==> config.mk <==
export PLATFORM = sky130hd
export DESIGN_NAME = fetch_stage
export DESIGN_NICKNAME = d
export VERILOG_FILES = /design/src/rtl/fetch_stage.sv
export SDC_FILE = /design/constraint.sdc
export NUM_CORES = 1
export LEC_CHECK = 0
export BUFFER_PORTS_ARGS = -buffer_cell sky130_fd_sc_hd__buf_4
export CAP_MARGIN = 20
export CORE_ASPECT_RATIO = 1.4
export CORE_UTILIZATION = 45
export CTS_BUF_LIST = sky130_fd_sc_hd__clkbuf_2 sky130_fd_sc_hd__clkbuf_4 sky130_fd_sc_hd__clkbuf_8
export DETAILED_ROUTE_END_ITERATION = 8
export PLACE_DENSITY = 0.72
export SLEW_MARGIN = 5
export SYNTH_ARGS = -nofsm -noshare
export SYNTH_HDL_FRONTEND = slang
export SYNTH_SLANG_ARGS = --single-unit
==> constraint.sdc <==
create_clock -name clk -period 6 [get_ports clk]
set_input_delay 1.2 -clock clk [delete_from_list [all_inputs] [get_ports clk]]
set_output_delay 1.2 -clock clk [all_outputs]
set_load 0.03 [all_outputs]
==> src/rtl/fetch_stage.sv <==
`default_nettype none
// ============================================================================
// Module   : fetch_stage
// Purpose  : RV32 instruction fetch. Owns the PC, issues one word fetch at a
//            time, handles branch/jump redirects and buffers returned words
//            in a 2-entry FIFO presented to decode as {inst, pc}.
// Revision : 1.0 - initial release
// ============================================================================
module fetch_stage #(
  parameter int unsigned      Width    = 32,
  parameter logic [Width-1:0] RESET_PC = '0
) (
  input  logic             clk,
  input  logic             rst_n,
  output logic             imem_req_valid,
  input  logic             imem_req_ready,
  output logic [Width-1:0] imem_req_addr,
  input  logic             imem_rsp_valid,
  input  logic [Width-1:0] imem_rsp_data,
  input  logic             redirect_valid,
  input  logic [Width-1:0] redirect_pc,
  output logic             id_valid,
  input  logic             id_ready,
  output logic [Width-1:0] id_inst,
  output logic [Width-1:0] id_pc
);

  typedef enum logic [1:0] {
    S_IDLE = 2'd0,
    S_REQ  = 2'd1,
    S_WAIT = 2'd2
  } state_t;

  state_t           state_q, state_d;
  logic [Width-1:0] pc_q, pc_d;
  logic [Width-1:0] inflight_pc_q, inflight_pc_d;
  logic             kill_q, kill_d;
  logic [1:0]       count_q, count_d;
  logic [Width-1:0] e0_inst_q, e0_inst_d, e0_pc_q, e0_pc_d;
  logic [Width-1:0] e1_inst_q, e1_inst_d, e1_pc_q, e1_pc_d;

  logic w_redirect;
  logic w_handshake;
  logic w_push;
  logic w_pop;

  // Redirects are ignored while the machine is still leaving reset.
  assign w_redirect  = redirect_valid && (state_q != S_IDLE);
  assign w_handshake = imem_req_valid && imem_req_ready;
  // A response is kept only when it belongs to the live request stream.
  assign w_push      = (state_q == S_WAIT) && imem_rsp_valid && !kill_q && !w_redirect;
  assign w_pop       = id_valid && id_ready;

  // Issue only with a free FIFO slot so a returning word always fits.
  assign imem_req_valid = (state_q == S_REQ) && (count_q < 2'd2);
  assign imem_req_addr  = pc_q;
  assign id_valid       = (count_q != 2'd0);
  assign id_inst        = e0_inst_q;
  assign id_pc          = e0_pc_q;

  // Fetch control: state, PC, in-flight address and stale-response kill flag.
  always_comb begin
    state_d       = state_q;
    pc_d          = pc_q;
    inflight_pc_d = inflight_pc_q;
    kill_d        = kill_q;
    case (state_q)
      S_IDLE: state_d = S_REQ;
      S_REQ: begin
        if (w_handshake) begin
          state_d       = S_WAIT;
          inflight_pc_d = pc_q;
          // The request just issued is already stale if a redirect coincides.
          if (w_redirect) kill_d = 1'b1;
        end
      end
      S_WAIT: begin
        if (imem_rsp_valid) begin
          state_d = S_REQ;
          kill_d  = 1'b0;
          if (w_push) pc_d = inflight_pc_q + Width'(4);
        end else if (w_redirect) begin
          kill_d = 1'b1;
        end
      end
      default: state_d = S_IDLE;
    endcase
    // Redirect target is word-aligned by clearing the low two bits.
    if (w_redirect) pc_d = redirect_pc & ~Width'(3);
  end

  // FIFO bookkeeping: entry 0 is always the head; flush wins over push/pop.
  always_comb begin
    count_d   = count_q;
    e0_inst_d = e0_inst_q;
    e0_pc_d   = e0_pc_q;
    e1_inst_d = e1_inst_q;
    e1_pc_d   = e1_pc_q;
    if (w_redirect) begin
      count_d = 2'd0;
    end else begin
      case ({w_push, w_pop})
        2'b11: begin
          if (count_q == 2'd1) begin
            e0_inst_d = imem_rsp_data;
            e0_pc_d   = inflight_pc_q;
          end else begin
            e0_inst_d = e1_inst_q;
            e0_pc_d   = e1_pc_q;
            e1_inst_d = imem_rsp_data;
            e1_pc_d   = inflight_pc_q;
          end
        end
        2'b01: begin
          e0_inst_d = e1_inst_q;
          e0_pc_d   = e1_pc_q;
          count_d   = count_q - 2'd1;
        end
        2'b10: begin
          if (count_q == 2'd0) begin
            e0_inst_d = imem_rsp_data;
            e0_pc_d   = inflight_pc_q;
          end else begin
            e1_inst_d = imem_rsp_data;
            e1_pc_d   = inflight_pc_q;
          end
          count_d = count_q + 2'd1;
        end
        default: ;
      endcase
    end
  end

  // State registers with asynchronous active-low reset.
  always_ff @(posedge clk or negedge rst_n) begin
    if (!rst_n) begin
      state_q       <= S_IDLE;
      pc_q          <= RESET_PC;
      inflight_pc_q <= '0;
      kill_q        <= 1'b0;
      count_q       <= 2'd0;
      e0_inst_q     <= '0;
      e0_pc_q       <= '0;
      e1_inst_q     <= '0;
      e1_pc_q       <= '0;
    end else begin
      state_q       <= state_d;
      pc_q          <= pc_d;
      inflight_pc_q <= inflight_pc_d;
      kill_q        <= kill_d;
      count_q       <= count_d;
      e0_inst_q     <= e0_inst_d;
      e0_pc_q       <= e0_pc_d;
      e1_inst_q     <= e1_inst_d;
      e1_pc_q       <= e1_pc_d;
    end
  end

endmodule
`default_nettype wire

* Yosys cells after proc, flatten, opt, wreduce, memory -nomap -nowiden
Index checks and enable logic that the tools add are counted.
** Word-level totals
- Input port bits :: 70
- Register bits after elaboration :: 197
- Output and inout port bits :: 98
- Logic and storage cells :: 76
** Cells by class
- Magnitude comparators :: 1
- Eq/ne operators :: 11
- $add $sub $neg :: 3
- Bitwise operators :: 1
- Mux-type cells :: 25
- Reduce and logical (&&, ||, !) cells :: 26
** Operator list (number)
- 32-bit 2-to-1 mux :: 12
- 32-bit case mux with 3 select lines :: 2
- 32-bit case mux with 2 select lines :: 2
- 32-bit by 3-bit adder with 32-bit output, second input constant :: 1
- 2-bit nonzero test :: 7
- 2-bit inequality test, second input constant :: 5
- 1-bit logical AND :: 7
- 2-bit by 1-bit equality test with 1-bit output, second input constant :: 3
- 2-bit equality test, second input constant :: 3
- 2-bit 2-to-1 mux :: 3
- 2-bit case mux with 3 select lines :: 1
- 2-bit AND reduction :: 3
- 3-bit AND reduction :: 2
- 3-bit nonzero test :: 2
- 2-bit logical NOT :: 2
- 2-bit case mux with 2 select lines :: 1
- 4-bit AND reduction :: 1
- 1-bit 2-to-1 mux :: 3
- 2-bit by 1-bit adder with 2-bit output, second input constant :: 1
- 1-bit logical NOT :: 2
- 2-bit < comparator, second input constant :: 1
- 1-bit case mux with 2 select lines :: 1
- 2-bit by 1-bit subtractor with 2-bit output, second input constant :: 1
- 1-bit inverter :: 1

* Logic depth before layout (Yosys ltp)
- Depth after elaboration :: 8
- Mapped depth :: 12
- Depth with buffers taken out :: 10

* Worst setup path after synthesis
No wires, ideal clock.
- Path type :: in2reg
- Start :: input port redirect_valid
- End :: register e0_inst_q[0], in the netlist id_inst[0]
- Stages on the path :: 8
- Library setup time :: 0.064 ns
- Path buffers :: 3
- Path slack :: 2.872 ns
- Arrival time :: 3.063 ns
- Data required time :: 5.936 ns
- Cells stage by stage :: or3_1 > clkbuf_1 > ha_1 > clkbuf_1 > clkbuf_1 > a221oi_1 > a211oi_1 > a21o_1
** Between the ends
- Word-level cells in the longest chain between the ends :: 6
- Elaborated cells between the ends (all ways) :: 11
- Classes of those cells :: eq/ne: 4; mux: 1; bitwise: 1; reduce/logical: 5
** RTL lines
- from (decl) :: line 20 : input logic redirect_valid,
- 1-bit logical AND (*) :: line 48 : assign w_redirect = redirect_valid && (state_q != S_IDLE);
- 1-bit logical NOT :: line 51 : assign w_push = (state_q == S_WAIT) && imem_rsp_valid && !kill_q && !w_redirect;
- 1-bit logical AND :: line 51
- 2-bit equality test / 2-bit by 1-bit equality test with 1-bit output (equally long branches) :: line 102 : case ({w_push, w_pop})
- 2-bit inequality test (no source line) / 3-bit nonzero test (equally long branches)
- 3-bit AND reduction (no source line)
- to (signal assigned) :: line 152 : e0_inst_q <= e0_inst_d;
- to (decl) :: line 39 : logic [Width-1:0] e0_inst_q, e0_inst_d, e0_pc_q, e0_pc_d;
Every way passes the cells marked *; elsewhere a longest branch is shown, timed or not.
A chain may end at the register's enable or synchronous reset.

* Worst setup path in the final report
- Start :: input port redirect_valid
- End :: register e0_inst_q[3], in the netlist id_inst[3]
The elaborated chain is that of the path after synthesis.

==> flow_metrics.tcl <==
set metrics [dict create \
    clock_skew_ns 0.0136 \
    end_kind "flop" \
    final_common_cell "dfrtp_1" \
    hold_class "flop to flop" \
    maxClockFrequency_mhz 280 \
    drt_iter0_markers 367 \
    crit_type "input pin to flop" \
    cp.required_ns 6.37 \
    final_cells 1242 \
    portBuffers 165 \
    worstSetupStartpointType "input pin" \
    timing.rr.start "state_q[0]" \
    vias_per_cell 5.84 \
    grt_pass1_vias 7346 \
    ant_nets 0 \
    switching_power_mw 2.43 \
    synthMuxAreaShare_pct 19.0 \
    dpl.cell_count 1210 \
    syn_area_per_cell_um2 12.2 \
    grt.total_usage_pct 22.4 \
    p_comb_share_pct 44.5 \
    synth_compound_area_share_pct 19.8 \
    grt-ovfl-total 0 \
    power.density_nw_per_um2 491 \
    synth_top_family_by_area "compound AO/OA/AOI/OAI gates" \
    period_share_pct 59.4 \
    fin_nets 1010 \
    avgRoutedWirePerCell_um 19.7 \
    dp_hpwl_um 14800 \
    core_region_area_um2 21900 \
    antenna_cells 0 \
    layout_common_cells "197 x dfrtp_1, 174 x buf_4, 65 x mux2i_1" \
    grt_pass1_wl_um 39600 \
    clock_latency_ns 0.48 \
    fin_crit_ns 3.57 \
    clk_pin_slew_ns 0.10 \
    synth_area_leaders "dfrtp_1 49%, mux2_4 7.2%, mux2i_1 6.5%" \
    p_seq_share_pct 41.1 \
    swShare_pct 42.2 \
    worst_pin_slew_ns 0.993 \
    synth.cell_area_um2 10000 \
    clockPowerShare_pct 14.5 \
    regArea_um2 4930 \
    htree_levels 4 \
    start_util_pct 45.7 \
    holdPathEnd "id_inst[10]" \
    fin_util_pct 53.6 \
    synth.top_cell.area_share_pct 49.3 \
    ys_ff_latch 197 \
    cts_num_sinks 197 \
    yosys_warnings 0 \
    fp.dieW_um 128 \
    synthToLayoutAreaGrowth_pct 17.3 \
    drt-pass1-iter-count 4 \
    layout-drive-gt1-share_pct 33.2 \
    whs_ns 0.485 \
    max_cap_violations 0 \
    synthXorXnorAreaFrac_pct 2.54 \
    r2r_cells 10 \
    fillers 1980 \
    synth_cell_types 42 \
    hp-start "id_inst[10]" \
    critPathMaxFanout 88 \
    synth_cells 823 \
    p_leak_nw 5.73 \
    slew_headroom_pct 33.8 \
    ctsResizeCount 0 \
    root_buffer "clkbuf_8" \
    power.internal_mw 3.33 \
    synth.largest_area_cell "dfrtp_1" \
    die_height_um 178 \
    cp.arrival_ns 3.94 \
    pin_count 168 \
    rr_endpoint "id_inst[3]" \
    grt_antenna_before_repair 0 \
    rows 64 \
    ys_seq_area_share_pct 49.3 \
    finalSetupTns_ns 0 \
    cts_tree "done" \
    globalplace.congestion 0.726 \
    cts_setup_buffers 0 \
    status "finished clean" \
    synth-simple-area-share_pct 3.90 \
    clockBufferDepth 2 \
    multi_input_area_um2 4680 \
    r2r_setup_slack_ns 2.66 \
    synthAdderAreaFrac_pct 1.00 \
    rsz0062_at_grt "false" \
    whs_path_depth 1 \
    final-setup-viol-count 0 \
    drcViolationCount 0 \
    syn_nets 901 \
    die-area_um2 22800 \
    grt_max_degree 111 \
    peakVddDrop_v 0.000272 \
    routed_wl_um 24400 \
    final_max_slew_viol_count 0 \
    holdBufCountCts 0 \
    numCtsBuffers 17 \
    vias 7256 \
    finalHoldViolCount 0 \
]
synthesized netlist by cell type, drive strengths merged:
cell / number
a22o: 2
o22a: 1
and4: 2
nand2: 15
mux2: 95
nor2: 14
clkbuf: 47
or3: 1
o21a: 2
a211o: 2
and2: 1
nor4: 1
xor2: 21
a221oi: 63
a21o: 63
nor2b: 1
nor3b: 1
nor3: 3
ha: 8
o21bai: 1
a22oi: 28
mux2i: 65
o22ai: 1
nand3: 11
nand4b: 1
nand4: 11
inv: 9
and3: 7
o21ai: 32
xnor2: 8
a211oi: 64
a21oi: 2
nand2b: 2
dfrtp: 197
buf: 39
a221o: 2
worst max-delay path by stage:
stage	cells past startpoint	endpoint	slack (ns)	from
after detailed placement	9	id_inst[3]	1.87	redirect_valid
after global placement	9	id_inst[3]	1.88	redirect_valid
after floorplan	8	id_inst[0]	2.87	redirect_valid
final	9	id_inst[3]	2.43	redirect_valid
after CTS	9	id_inst[3]	2.41	redirect_valid
after global routing	10	id_inst[8]	2.22	imem_rsp_valid
registers in the layout, indices dropped and copies added (netlist names):
signal         flops
inflight_pc_q     32
kill_q             1
id_pc             32
id_inst           32
state_q            2
e1_inst_q         32
count_q            2
e1_pc_q           32
imem_req_addr     32
kinds of logic after synthesis:
kind of cell / after synthesis
flip-flops: 197
multiplexers: 160
AO/OA/AOI/OAI: 263
buffers and inverters: 95
XOR/XNOR: 29
adder cells (fa/ha/maj): 8
AND/OR/NAND/NOR: 71
worst max-delay path, cell delays in order:
cell	delay, ns
buf_4	0.12
or3_1	0.36
buf_4	0.26
inv_1	0.19
ha_2	0.22
a211o_4	0.75
buf_4	0.52
a211oi_1	0.09
a21o_1	0.19
cell type report:
class                      count  area share [%]
clock buffer                  19            2.23
clock inverter                13           0.982
sequential                   197            42.0
timing repair buffer         176            11.4
inverter                       9           0.288
tap                          297            3.17
multi-input combinational    531            39.9
stage by stage:
step | power, mW | setup WS, ns | cell area [µm²]
2_1_floorplan | 4.10 | 2.87 | 10000
3_3_place_gp | 4.88 | 1.88 | 11400
3_5_place_dp | 4.96 | 1.87 | 11400
4_1_cts | 5.80 | 2.41 | 11700
5_1_grt | 6.12 | 2.22 | 11700
6_report | 5.75 | 2.43 | 11700
metal layers:
| metal | track usage [%] | up-vias | part of all wire, % |
|---|---|---|---|
| li1 | - | 3349 | - |
| met1 | 28.5 | 3711 | 43 |
| met2 | 39.0 | 175 | 51 |
| met3 | 3.48 | 21 | 4.2 |
| met4 | 6.37 | 0 | 1.3 |
| met5 | 0 | - | 0 |
power groups by stage:
stage | Clock [mW] | Sequential, mW | Combinational, mW
after global routing | 0.913 | 2.44 | 2.77
after CTS | 0.862 | 2.36 | 2.59
after detailed placement | 0 | 2.38 | 2.58
final | 0.832 | 2.36 | 2.56
after floorplan | 0 | 2.69 | 1.41
after global placement | 0 | 2.35 | 2.52
Power figures use the tool's default switching activity.
